<file path="src/rtl/mem_arbiter_pkg.sv">
// Shared types and defaults for the two-port memory arbiter.
package mem_arbiter_pkg;
    localparam int DW_DEF      = 16;
    localparam int TIMEOUT_DEF = 15;
    localparam int CNT_W       = 8;

    typedef enum logic [1:0] {
        ST_IDLE   = 2'd0,
        ST_ACCESS = 2'd1,
        ST_DONE   = 2'd2
    } state_t;
endpackage

</file>
<file path="src/rtl/arb_rr2.sv">
// Two-way round-robin picker: on a tie the port not served last wins.
module arb_rr2 (
    input  logic       req0_i,
    input  logic       req1_i,
    input  logic       last_i,
    output logic [1:0] gnt_o
);
    always_comb begin
        gnt_o = 2'b00;
        if (req0_i && req1_i) begin
            gnt_o = last_i ? 2'b01 : 2'b10;
        end else if (req0_i) begin
            gnt_o = 2'b01;
        end else if (req1_i) begin
            gnt_o = 2'b10;
        end
    end
endmodule

</file>
<file path="src/rtl/mem_arbiter.sv">
// Two-port memory arbiter (CPU / DMA) with round-robin tie break and
// an access timeout; every output comes straight from a register.
module mem_arbiter
    import mem_arbiter_pkg::*;
#(
    parameter int DW      = DW_DEF,
    parameter int TIMEOUT = TIMEOUT_DEF
) (
    input  logic          Clock_Puls,
    input  logic          Reset,
    input  logic          Req0,
    input  logic          Wr0,
    input  logic [DW-1:0] Addr0,
    input  logic [DW-1:0] WData0,
    input  logic          Req1,
    input  logic          Wr1,
    input  logic [DW-1:0] Addr1,
    input  logic [DW-1:0] WData1,
    input  logic          Mem_Ready,
    input  logic [DW-1:0] Mem_RData,
    output logic [DW-1:0] Mem_Addr,
    output logic [DW-1:0] Mem_WData,
    output logic          Mem_Rd,
    output logic          Mem_Wr,
    output logic          Gnt0,
    output logic          Gnt1,
    output logic          Ack0,
    output logic          Ack1,
    output logic [DW-1:0] RData,
    output logic          Err,
    output logic          Busy
);
    state_t             state_q, state_d;
    logic               ptr_q, ptr_d;
    logic [CNT_W-1:0]   cnt_q, cnt_d;
    logic               lwr_q, lwr_d;
    logic [DW-1:0]      addr_q, addr_d;
    logic [DW-1:0]      wdata_q, wdata_d;
    logic [DW-1:0]      rdata_q, rdata_d;
    logic [1:0]         gnt_q, gnt_d;
    logic [1:0]         ack_q, ack_d;
    logic               rd_q, rd_d;
    logic               wr_q, wr_d;
    logic               err_q, err_d;
    logic               busy_q, busy_d;
    logic [1:0]         win;
    logic               sel_wr;

    arb_rr2 u_pick (
        .req0_i (Req0),
        .req1_i (Req1),
        .last_i (ptr_q),
        .gnt_o  (win)
    );

    assign sel_wr = win[1] ? Wr1 : Wr0;

    always_comb begin
        state_d = state_q;
        ptr_d   = ptr_q;
        cnt_d   = cnt_q;
        lwr_d   = lwr_q;
        addr_d  = addr_q;
        wdata_d = wdata_q;
        rdata_d = rdata_q;
        gnt_d   = gnt_q;
        ack_d   = 2'b00;
        rd_d    = 1'b0;
        wr_d    = 1'b0;
        err_d   = 1'b0;
        case (state_q)
            ST_IDLE: begin
                if (win != 2'b00) begin
                    state_d = ST_ACCESS;
                    gnt_d   = win;
                    ptr_d   = win[1];
                    cnt_d   = '0;
                    lwr_d   = sel_wr;
                    addr_d  = win[1] ? Addr1  : Addr0;
                    wdata_d = win[1] ? WData1 : WData0;
                    rd_d    = ~sel_wr;
                    wr_d    = sel_wr;
                end
            end
            ST_ACCESS: begin
                // A ready in the last allowed cycle still completes normally
                if (Mem_Ready) begin
                    state_d = ST_DONE;
                    ack_d   = gnt_q;
                    if (!lwr_q) rdata_d = Mem_RData;
                end else if (cnt_q == CNT_W'(TIMEOUT - 1)) begin
                    state_d = ST_DONE;
                    ack_d   = gnt_q;
                    err_d   = 1'b1;
                    rdata_d = '0;
                end else begin
                    cnt_d = cnt_q + CNT_W'(1);
                    rd_d  = ~lwr_q;
                    wr_d  = lwr_q;
                end
            end
            ST_DONE: begin
                state_d = ST_IDLE;
                gnt_d   = 2'b00;
            end
            default: state_d = ST_IDLE;
        endcase
        busy_d = (state_d != ST_IDLE);
    end

    always_ff @(posedge Clock_Puls) begin
        if (Reset) begin
            state_q <= ST_IDLE;
            ptr_q   <= 1'b1;
            cnt_q   <= '0;
            lwr_q   <= 1'b0;
            addr_q  <= '0;
            wdata_q <= '0;
            rdata_q <= '0;
            gnt_q   <= 2'b00;
            ack_q   <= 2'b00;
            rd_q    <= 1'b0;
            wr_q    <= 1'b0;
            err_q   <= 1'b0;
            busy_q  <= 1'b0;
        end else begin
            state_q <= state_d;
            ptr_q   <= ptr_d;
            cnt_q   <= cnt_d;
            lwr_q   <= lwr_d;
            addr_q  <= addr_d;
            wdata_q <= wdata_d;
            rdata_q <= rdata_d;
            gnt_q   <= gnt_d;
            ack_q   <= ack_d;
            rd_q    <= rd_d;
            wr_q    <= wr_d;
            err_q   <= err_d;
            busy_q  <= busy_d;
        end
    end

    assign Mem_Addr  = addr_q;
    assign Mem_WData = wdata_q;
    assign Mem_Rd    = rd_q;
    assign Mem_Wr    = wr_q;
    assign Gnt0      = gnt_q[0];
    assign Gnt1      = gnt_q[1];
    assign Ack0      = ack_q[0];
    assign Ack1      = ack_q[1];
    assign RData     = rdata_q;
    assign Err       = err_q;
    assign Busy      = busy_q;
endmodule

</file>
<file path="config.mk">
export PLATFORM = sky130hd
export DESIGN_NAME = mem_arbiter
export DESIGN_NICKNAME = d
export VERILOG_FILES = /design/src/rtl/mem_arbiter_pkg.sv /design/src/rtl/arb_rr2.sv /design/src/rtl/mem_arbiter.sv
export SDC_FILE = /design/constraint.sdc
export NUM_CORES = 1
export LEC_CHECK = 0
export ABC_AREA = 1
export CAP_MARGIN = 40
export CORE_ASPECT_RATIO = 0.8
export CORE_UTILIZATION = 30
export DETAILED_ROUTE_END_ITERATION = 6
export GPL_ROUTABILITY_DRIVEN = 0
export GPL_TIMING_DRIVEN = 0
export SLEW_MARGIN = 20
export SYNTH_ARGS = -nofsm -noshare
export SYNTH_HDL_FRONTEND = slang
export SYNTH_HIERARCHICAL = 1
export SYNTH_SLANG_ARGS = --single-unit
</file>
<file path="constraint.sdc">
create_clock -name Clock_Puls -period 2.1 [get_ports Clock_Puls]
set_clock_uncertainty 0.2 [all_clocks]
set_input_delay 0.42 -clock Clock_Puls [delete_from_list [all_inputs] [get_ports Clock_Puls]]
set_output_delay 0.42 -clock Clock_Puls [all_outputs]
set_load 0.02 [all_outputs]
</file>
==> results.toml, run 1 <==
[outcome]
status = "completed"

[cts]
cts_buffers = 9
cts_root_buf = "clkbuf_16"
clock_path_buffers = 2
clock-sinks = 68
hold_buffers = 0
cts_tree = "built"
path_clk_slew_ps = 60
clkLatencyLatePin_ps = 330
htreeDepth = 3

[power]
power_leakage_nw = 1.98
p_sw_mw = 1.15
peakVddDrop_mv = 0.485
pwr-share-clk = 0.384
power_density_nw_per_um2 = 813
comb_power_share = 0.247
power_frac_seq = 0.369
p_sw_frac = 0.285
p_int_mw = 2.87
total_power_mw = 4.02

[detailed_routing]
vias = 3221
wirelength_mm = 9.10
drt_iter0_drc = 139
vias_per_cell = 4.50
drcViolationCount = 0
detail_route.first_pass.iterations = 4
wire_per_inst_um = 12.7
antenna_left = 0

[synth]
synthesis.area_um2 = 3010
synth_largest_area_cell = "dfxtp_1"
yosys-top-cells-area = "dfxtp_1 45%, a21oi_1 16%, nand2_1 6.4%"
netlist.area_leader.share = 0.453
synth.net_count = 510
synth_warnings = 6
synth.distinct_cells = 29
ys_ff_latch = 68
syn-instance-count = 421
avgSynthCellArea_um2 = 7.14
seq_area_frac_synth = 0.453

[setup_path]
path_buf_inv = 4
critical_path.slowest_cell = "clkdlybuf4s50_1"
path_delay_family = "buffers and inverters"
end_kind = "flip-flop"
reg2reg_slack_ps = 300
path_class = "in -> reg"
cp-start-kind = "input port"
slowest_delay_ps = 470
arrival_ps = 1950
worstPathMaxFanout = 10
required_ps = 2100
cp_cell_sequence = "clkdlybuf4s50_1 -> inv_1 -> a21oi_4 -> buf_2 -> buf_2 -> nor2_1 -> a21oi_1 -> a21oi_1"

[timing]
setup_viol = 0
fin_crit_sh = 0.929
layout_min_cycle_time_ps = 1950
fmax_ghz = 0.513
max-slew-margin-rel = 0.651
finalHoldViolCount = 0
rsz0062_at_grt = "no"
tightestPinTransition_ps = 524
slew_viol_final = 0
holdWs_ps = 263

[global_routing]
grt_max_degree = 13
grt_pass1_vias = 3119
grt-ovfl-total = 0
grt_pass1_wl_mm = 14.6
antenna_found_initial = 0
grt_usage = 0.179

[floorplanning]
fp.dieArea_um2 = 10400
io_pins = 143
core-area_um2 = 9690
fp-row-count = 32
die_h_um = 91.6
start_util = 0.310
die_w_um = 114

[layout]
syn_to_final_growth_pct = 64.3
layout-drive-gt1-share = 0.0812
final_cell_mix = "141 x clkdlybuf4s50_1, 93 x a21oi_1, 68 x dfxtp_1"
n_antenna_cell = 0
fin_nets = 663
final_common_cell = "clkdlybuf4s50_1"

[worst_hold_path]
hp-class = "reg -> reg"

[job]
cap_viol_max_count = 0

[placed_design]
hpwlAfterDp_mm = 6.72
port_buffers = 141
per-stage QoR:
| step | cells | cell area (um^2) | TNS [ps] | utilization | setup slack [ps] |
|---|---|---|---|---|---|
| global placement | 698 | 4590 | -23190 | 0.474 | -552 |
| CTS | 714 | 4910 | 0 | 0.507 | 25.8 |
| detailed placement | 698 | 4590 | -22440 | 0.474 | -549 |
| floorplan | 421 | 3010 | 0 | - | 404 |
| global route | 715 | 4940 | 0 | 0.510 | 3.60 |
| finish | 715 | 4940 | 0 | 0.510 | 149 |
flip-flops by register name (all words and copies together) (netlist names):
name / cells
Busy: 1
ack_q: 2
lwr_q: 1
Mem_Wr: 1
gnt_q: 2
Mem_Addr: 16
Err: 1
RData: 16
ptr_q: 1
state_q: 2
Mem_Rd: 1
cnt_q: 8
Mem_WData: 16
power groups by stage:
stage	clock network, mW	logic (mW)	registers (mW)
finish	1.54	0.991	1.48
global route	1.64	1.07	1.49
CTS	1.59	0.982	1.48
detailed placement	0	0.979	1.50
global placement	0	0.971	1.50
floorplan	0	0.353	1.63
per-layer routing:
layer | up-vias | GRT usage | part of all wire
met5 | - | 0 | 0
met4 | 0 | 0.0703 | 0.020
met3 | 15 | 0.0547 | 0.064
met2 | 99 | 0.283 | 0.44
met1 | 1430 | 0.227 | 0.48
li1 | 1677 | - | -
cell type report:
type                            instances  area, um^2
Tap cell                              136         170
Clock inverter                          5        60.1
Multi-Input combinational cell        277        1350
Fill cell                             963        4750
Clock buffer                           11         253
Inverter                               51         191
Sequential cell                        68        1360
Buffer                                 25         141
Timing Repair Buffer                  142        1420
worst reg2reg max path: stages, from the launching register on:
cell	delay [ps]
dfxtp_1	390
inv_1	80
ha_1	200
nand2_1	70
nor2_1	40
nand2_2	100
nand3_2	230
or2_1	290
a21oi_1	130
cell usage after synthesis:
| cell | count |
|---|---|
| ha_1 | 2 |
| nand2_2 | 2 |
| buf_6 | 2 |
| nand3_1 | 30 |
| a21oi_4 | 1 |
| a21oi_1 | 94 |
| clkbuf_1 | 10 |
| nor2_4 | 1 |
| nand2_4 | 1 |
| nor2_1 | 50 |
| nor2_2 | 1 |
| o21ai_0 | 28 |
| nand3_2 | 1 |
| or2_2 | 1 |
| nand2_1 | 51 |
| inv_1 | 49 |
| nand4_1 | 2 |
| dfxtp_1 | 68 |
| or2_1 | 1 |
| o21ai_1 | 6 |
| buf_1 | 1 |
| mux2i_1 | 1 |
| xor2_1 | 1 |
| inv_2 | 2 |
| buf_4 | 2 |
| nor4_1 | 1 |
| a21oi_2 | 1 |
| buf_2 | 10 |
| nor3_1 | 1 |
worst paths after layout:
check             depth (start not counted)     start          end
setup reg to reg                          8  cnt_q[0]       Mem_Rd
setup / recovery                          8      Req1  Mem_Addr[5]
hold reg to reg                           2  RData[0]     RData[0]
hold / removal                            2  RData[0]     RData[0]
cells by family (layout without fill, tap and decap cells):
logic type	after synthesis	in the layout	share of synthesized area
simple gates	143	143	0.205
compound gates	130	130	0.221
buf+inv	76	234	0.106
flops	68	68	0.453
fa+ha+maj	2	2	0.00832
xor+xnor	1	1	0.00291
mux	1	1	0.00333
timing repair:
action / 4_1_cts / 5_1_grt
resized for setup: 2 / 10
pin swaps: 0 / 1
setup buffers: 0 / 1
endpoints found under the setup margin: 44 / 38
Note: power is estimated with default switching activity, not from simulation.
==> run 2: changes to the inputs <==
--- a/config.mk
+++ b/config.mk
@@ -12,6 +12,7 @@
 export DETAILED_ROUTE_END_ITERATION = 6
 export GPL_ROUTABILITY_DRIVEN = 0
 export GPL_TIMING_DRIVEN = 0
+export PLACE_DENSITY = 0.68
 export SLEW_MARGIN = 20
 export SYNTH_ARGS = -nofsm -noshare
 export SYNTH_HDL_FRONTEND = slang
==> results.toml, run 2 (same netlist as run 1, synthesis figures left out) <==
[global_routing]
grt.met1_usage = 0.235
grt_pass1_wl_mm = 15.2
antenna_found_initial = 0
use_met3 = 0.0587
grt_max_degree = 13
grt-ovfl-total = 0
grt_pass1_vias = 3139
grt_usage = 0.185
grtUsageMet2 = 0.290
grt_busiest_layer = "met2"

[cts]
htreeDepth = 3
cts_buffers = 9
clock_path_buffers = 2
path_clk_slew_ps = 60
hold_buffers = 0
clkLatencyLatePin_ps = 330
cts_tree = "built"
cts_root_buf = "clkbuf_16"
clock-sinks = 68

[timing]
layout_min_cycle_time_ps = 1960
fin_crit_sh = 0.935
finalHoldViolCount = 0
max-slew-margin-rel = 0.662
slew_viol_final = 0
setup_viol = 0
fmax_ghz = 0.509
setup_tns_ps = 0
rsz0062_at_grt = "no"
holdWs_ps = 262
tightestPinTransition_ps = 508

[setup_path]
critical_path.slowest_cell = "clkdlybuf4s50_1"
cp_cell_sequence = "clkdlybuf4s50_1"
slowest_delay_ps = 640
path_class = "reg -> out"
end_kind = "output port"
path_buf_inv = 1
reg2reg_slack_ps = 300
required_ps = 1480
arrival_ps = 1340
cp-start-kind = "flip-flop"
path_delay_family = "buffers and inverters"
worstPathMaxFanout = 3

[detailed_routing]
wire_per_inst_um = 12.9
drcViolationCount = 0
antenna_left = 0
vias_per_cell = 4.57
drt_iter0_drc = 235
vias = 3269
wirelength_mm = 9.21
detail_route.first_pass.iterations = 5

[floorplanning]
die_h_um = 91.6
fp-row-count = 32
io_pins = 143
start_util = 0.310
core-area_um2 = 9690
fp.dieArea_um2 = 10400
die_w_um = 114

[layout]
layout-drive-gt1-share = 0.0777
final_common_cell = "clkdlybuf4s50_1"
fin_nets = 663
fillers = 928
register_area_um2 = 1360
syn_to_final_growth_pct = 62.8
final_cell_mix = "140 x clkdlybuf4s50_1, 93 x a21oi_1, 68 x dfxtp_1"
multi_input_area_um2 = 1340
n_antenna_cell = 0
finalInstanceArea_um2 = 4900

[worst_hold_path]
hp-class = "reg -> reg"

[placed_design]
hpwlAfterDp_mm = 6.97
port_buffers = 141
placed_area_um2 = 4590

[power]
power_density_nw_per_um2 = 790
p_sw_mw = 1.15
pwr-share-clk = 0.361
power_frac_seq = 0.384
p_int_mw = 2.72
peakVddDrop_mv = 0.464
power_leakage_nw = 1.98
p_sw_frac = 0.297
comb_power_share = 0.255

[job]
cap_viol_max_count = 0

[outcome]
status = "completed"
## run 2: layer usage
metal	part of all wire	vias up
met5	0	-
met4	0.022	0
met3	0.069	15
met2	0.44	106
met1	0.47	1465
li1	-	1683
## run 2: worst paths after layout
| kind | startpoint | end | cells past startpoint |
|---|---|---|---|
| min reg2reg | RData[1] | RData[1] | 2 |
| max | gnt_q[0] | Gnt0 | 1 |
| max reg2reg | cnt_q[0] | cnt_q[6] | 10 |
| min | RData[1] | RData[1] | 2 |
## run 2: timing repair
item,4_1_cts,5_1_grt
pin swaps,0,2
gates resized for setup,3,5
setup buffers,0,1
setup endpoints to repair,12,37
## run 2: final cells by class
cell class,instances,share of cell area
multi-input cells,277,0.273
flip-flops and latches,68,0.278
repair buffers,142,0.290
clock inverters,5,0.00741
well taps,136,0.0347
clock buffers,11,0.0496
inverters,51,0.0391
plain buffers,25,0.0278
## run 2: power groups by stage
stage               combinational [mW]  clock, mW  sequential (mW)
global placement                 0.966          0             1.50
finish                           0.987       1.40             1.48
detailed placement               0.976          0             1.51
CTS                              0.983       1.43             1.48
floorplan                        0.353          0             1.63
global route                      1.07       1.49             1.50
## run 2: per-stage QoR
step	setup slack, ps	utilization	power (mW)	std cells
after floorplan	404	-	1.99	421
after global placement	-354	0.474	2.47	698
after detailed placement	-415	0.474	2.48	698
after CTS	90.8	0.503	3.90	714
after global routing	7.88	0.505	4.06	715
final	137	0.505	3.87	715
==> run 3: changes to the inputs <==
--- a/config.mk
+++ b/config.mk
@@ -8,11 +8,11 @@
 export ABC_AREA = 1
 export CAP_MARGIN = 40
 export CORE_ASPECT_RATIO = 0.8
-export CORE_UTILIZATION = 30
+export CORE_UTILIZATION = 41
 export DETAILED_ROUTE_END_ITERATION = 6
 export GPL_ROUTABILITY_DRIVEN = 0
 export GPL_TIMING_DRIVEN = 0
-export PLACE_DENSITY = 0.68
+export PLACE_DENSITY = 0.86
 export SLEW_MARGIN = 20
 export SYNTH_ARGS = -nofsm -noshare
 export SYNTH_HDL_FRONTEND = slang
==> results.toml, run 3 (same netlist as run 1, synthesis figures left out) <==
[cts]
clkLatencyLatePin_ps = 350
htreeDepth = 3
cts_root_buf = "clkbuf_8"
path_clk_slew_ps = 80
cts_tree = "built"
clock-sinks = 68
cts_buffers = 9
hold_buffers = 0
clock_path_buffers = 2

[power]
p_sw_mw = 1.12
p_int_mw = 2.32
peakVddDrop_mv = 0.458
power_density_nw_per_um2 = 727
comb_power_share = 0.287
pwr-share-clk = 0.283
power_frac_seq = 0.430
power_leakage_nw = 1.92
p_sw_frac = 0.325

[floorplanning]
fp-row-count = 27
die_w_um = 97.8
io_pins = 143
start_util = 0.430
fp.dieArea_um2 = 7680
die_h_um = 78.6
core-area_um2 = 6990

[layout]
final_common_cell = "clkdlybuf4s50_1"
syn_to_final_growth_pct = 57.0
final_cell_mix = "141 x clkdlybuf4s50_1, 93 x a21oi_1, 68 x dfxtp_1"
layout-drive-gt1-share = 0.0761
fin_nets = 662
n_antenna_cell = 0

[global_routing]
grt_pass1_vias = 3363
grt-ovfl-total = 0
grt_pass1_wl_mm = 15.2
antenna_found_initial = 0
grt_usage = 0.249
grt_max_degree = 14

[placed_design]
port_buffers = 141
hpwlAfterDp_mm = 6.91
dp_slack_ps = -542

[timing]
fmax_ghz = 0.505
setup_viol = 0
holdWs_ps = 253
layout_min_cycle_time_ps = 1980
fin_crit_sh = 0.943
max-slew-margin-rel = 0.632
fin_ws_ps = 121
slew_viol_final = 0
finalHoldViolCount = 0
tightestPinTransition_ps = 552

[setup_path]
worstPathMaxFanout = 10
arrival_ps = 2050
cp-start-kind = "input port"
slowest_delay_ps = 480
critical_path.slowest_cell = "clkdlybuf4s50_1"
path_class = "in -> reg"
cp_cell_sequence = "clkdlybuf4s50_1 -> inv_1 -> a21oi_4 -> nor2_1 -> nor2_2 -> inv_2 -> buf_2 -> nand2_4 -> nand2_1 -> a21oi_1"
end_kind = "flip-flop"
required_ps = 2180

[job]
cap_viol_max_count = 0

[detailed_routing]
drt_iter0_drc = 209
drcViolationCount = 16
wirelength_mm = 9.17
vias = 3366
wire_per_inst_um = 13.8
detail_route.first_pass.iterations = 7
antenna_left = 0
vias_per_cell = 5.06

[outcome]
status = "complete, but fails checks"
violations = "DRC"

[worst_hold_path]
hp-class = "in -> reg"
==> run 3: critical path, delay by kind of cell <==
kind,cells,cell delay [ps]
AO/OA/AOI/OAI,2,320
AND/OR/NAND/NOR,4,500
buffers and inverters,4,810
==> run 3: through the flow <==
step	area [um^2]	instances	power, mW	TNS [ps]	utilization
final	4720	665	3.44	0	0.675
after global routing	4720	665	3.60	-4.18	0.675
after CTS	4710	665	3.45	0	0.673
after detailed placement	4530	649	2.48	-21880	0.648
after global placement	4530	649	2.45	-21380	0.648
after floorplan	3010	421	1.99	0	-
==> run 3: final timing paths <==
| kind | slack, ps | cells after the start | start | to |
|---|---|---|---|---|
| max | 120 | 10 | Req1 | cnt_q[7] |
| min | 250 | 3 | Mem_Ready | RData[5] |
| max reg2reg | 230 | 8 | cnt_q[0] | Mem_Rd |
| min reg2reg | 260 | 2 | gnt_q[0] | ack_q[0] |
==> run 3: power groups by stage <==
stage,registers (mW),logic (mW),clock network (mW)
after floorplan,1.63,0.353,0
after global placement,1.50,0.953,0
after detailed placement,1.50,0.977,0
after CTS,1.48,0.983,0.995
after global routing,1.49,1.07,1.04
final,1.48,0.986,0.972
==> run 3: timing repair <==
item	in CTS	in global routing
setup buffers	0	0
setup endpoints to repair	42	38
resized for setup	2	5
pin swaps	0	1
==> run 3: layout make-up <==
class                           count  area (um^2)
Clock inverter                      6         48.8
Timing Repair Buffer              141         1410
Multi-Input combinational cell    277         1340
Fill cell                         604         2270
Sequential cell                    68         1360
Inverter                           51          191
Tap cell                           87          109
Buffer                             25          136
Clock buffer                       10          128
==> run 3: layer usage <==
layer,share of wire,vias up,track usage
met5,0,-,0
met3,0.076,21,0.0721
met4,0.023,0,0.105
met1,0.43,1535,0.281
li1,-,1680,-
met2,0.48,130,0.441
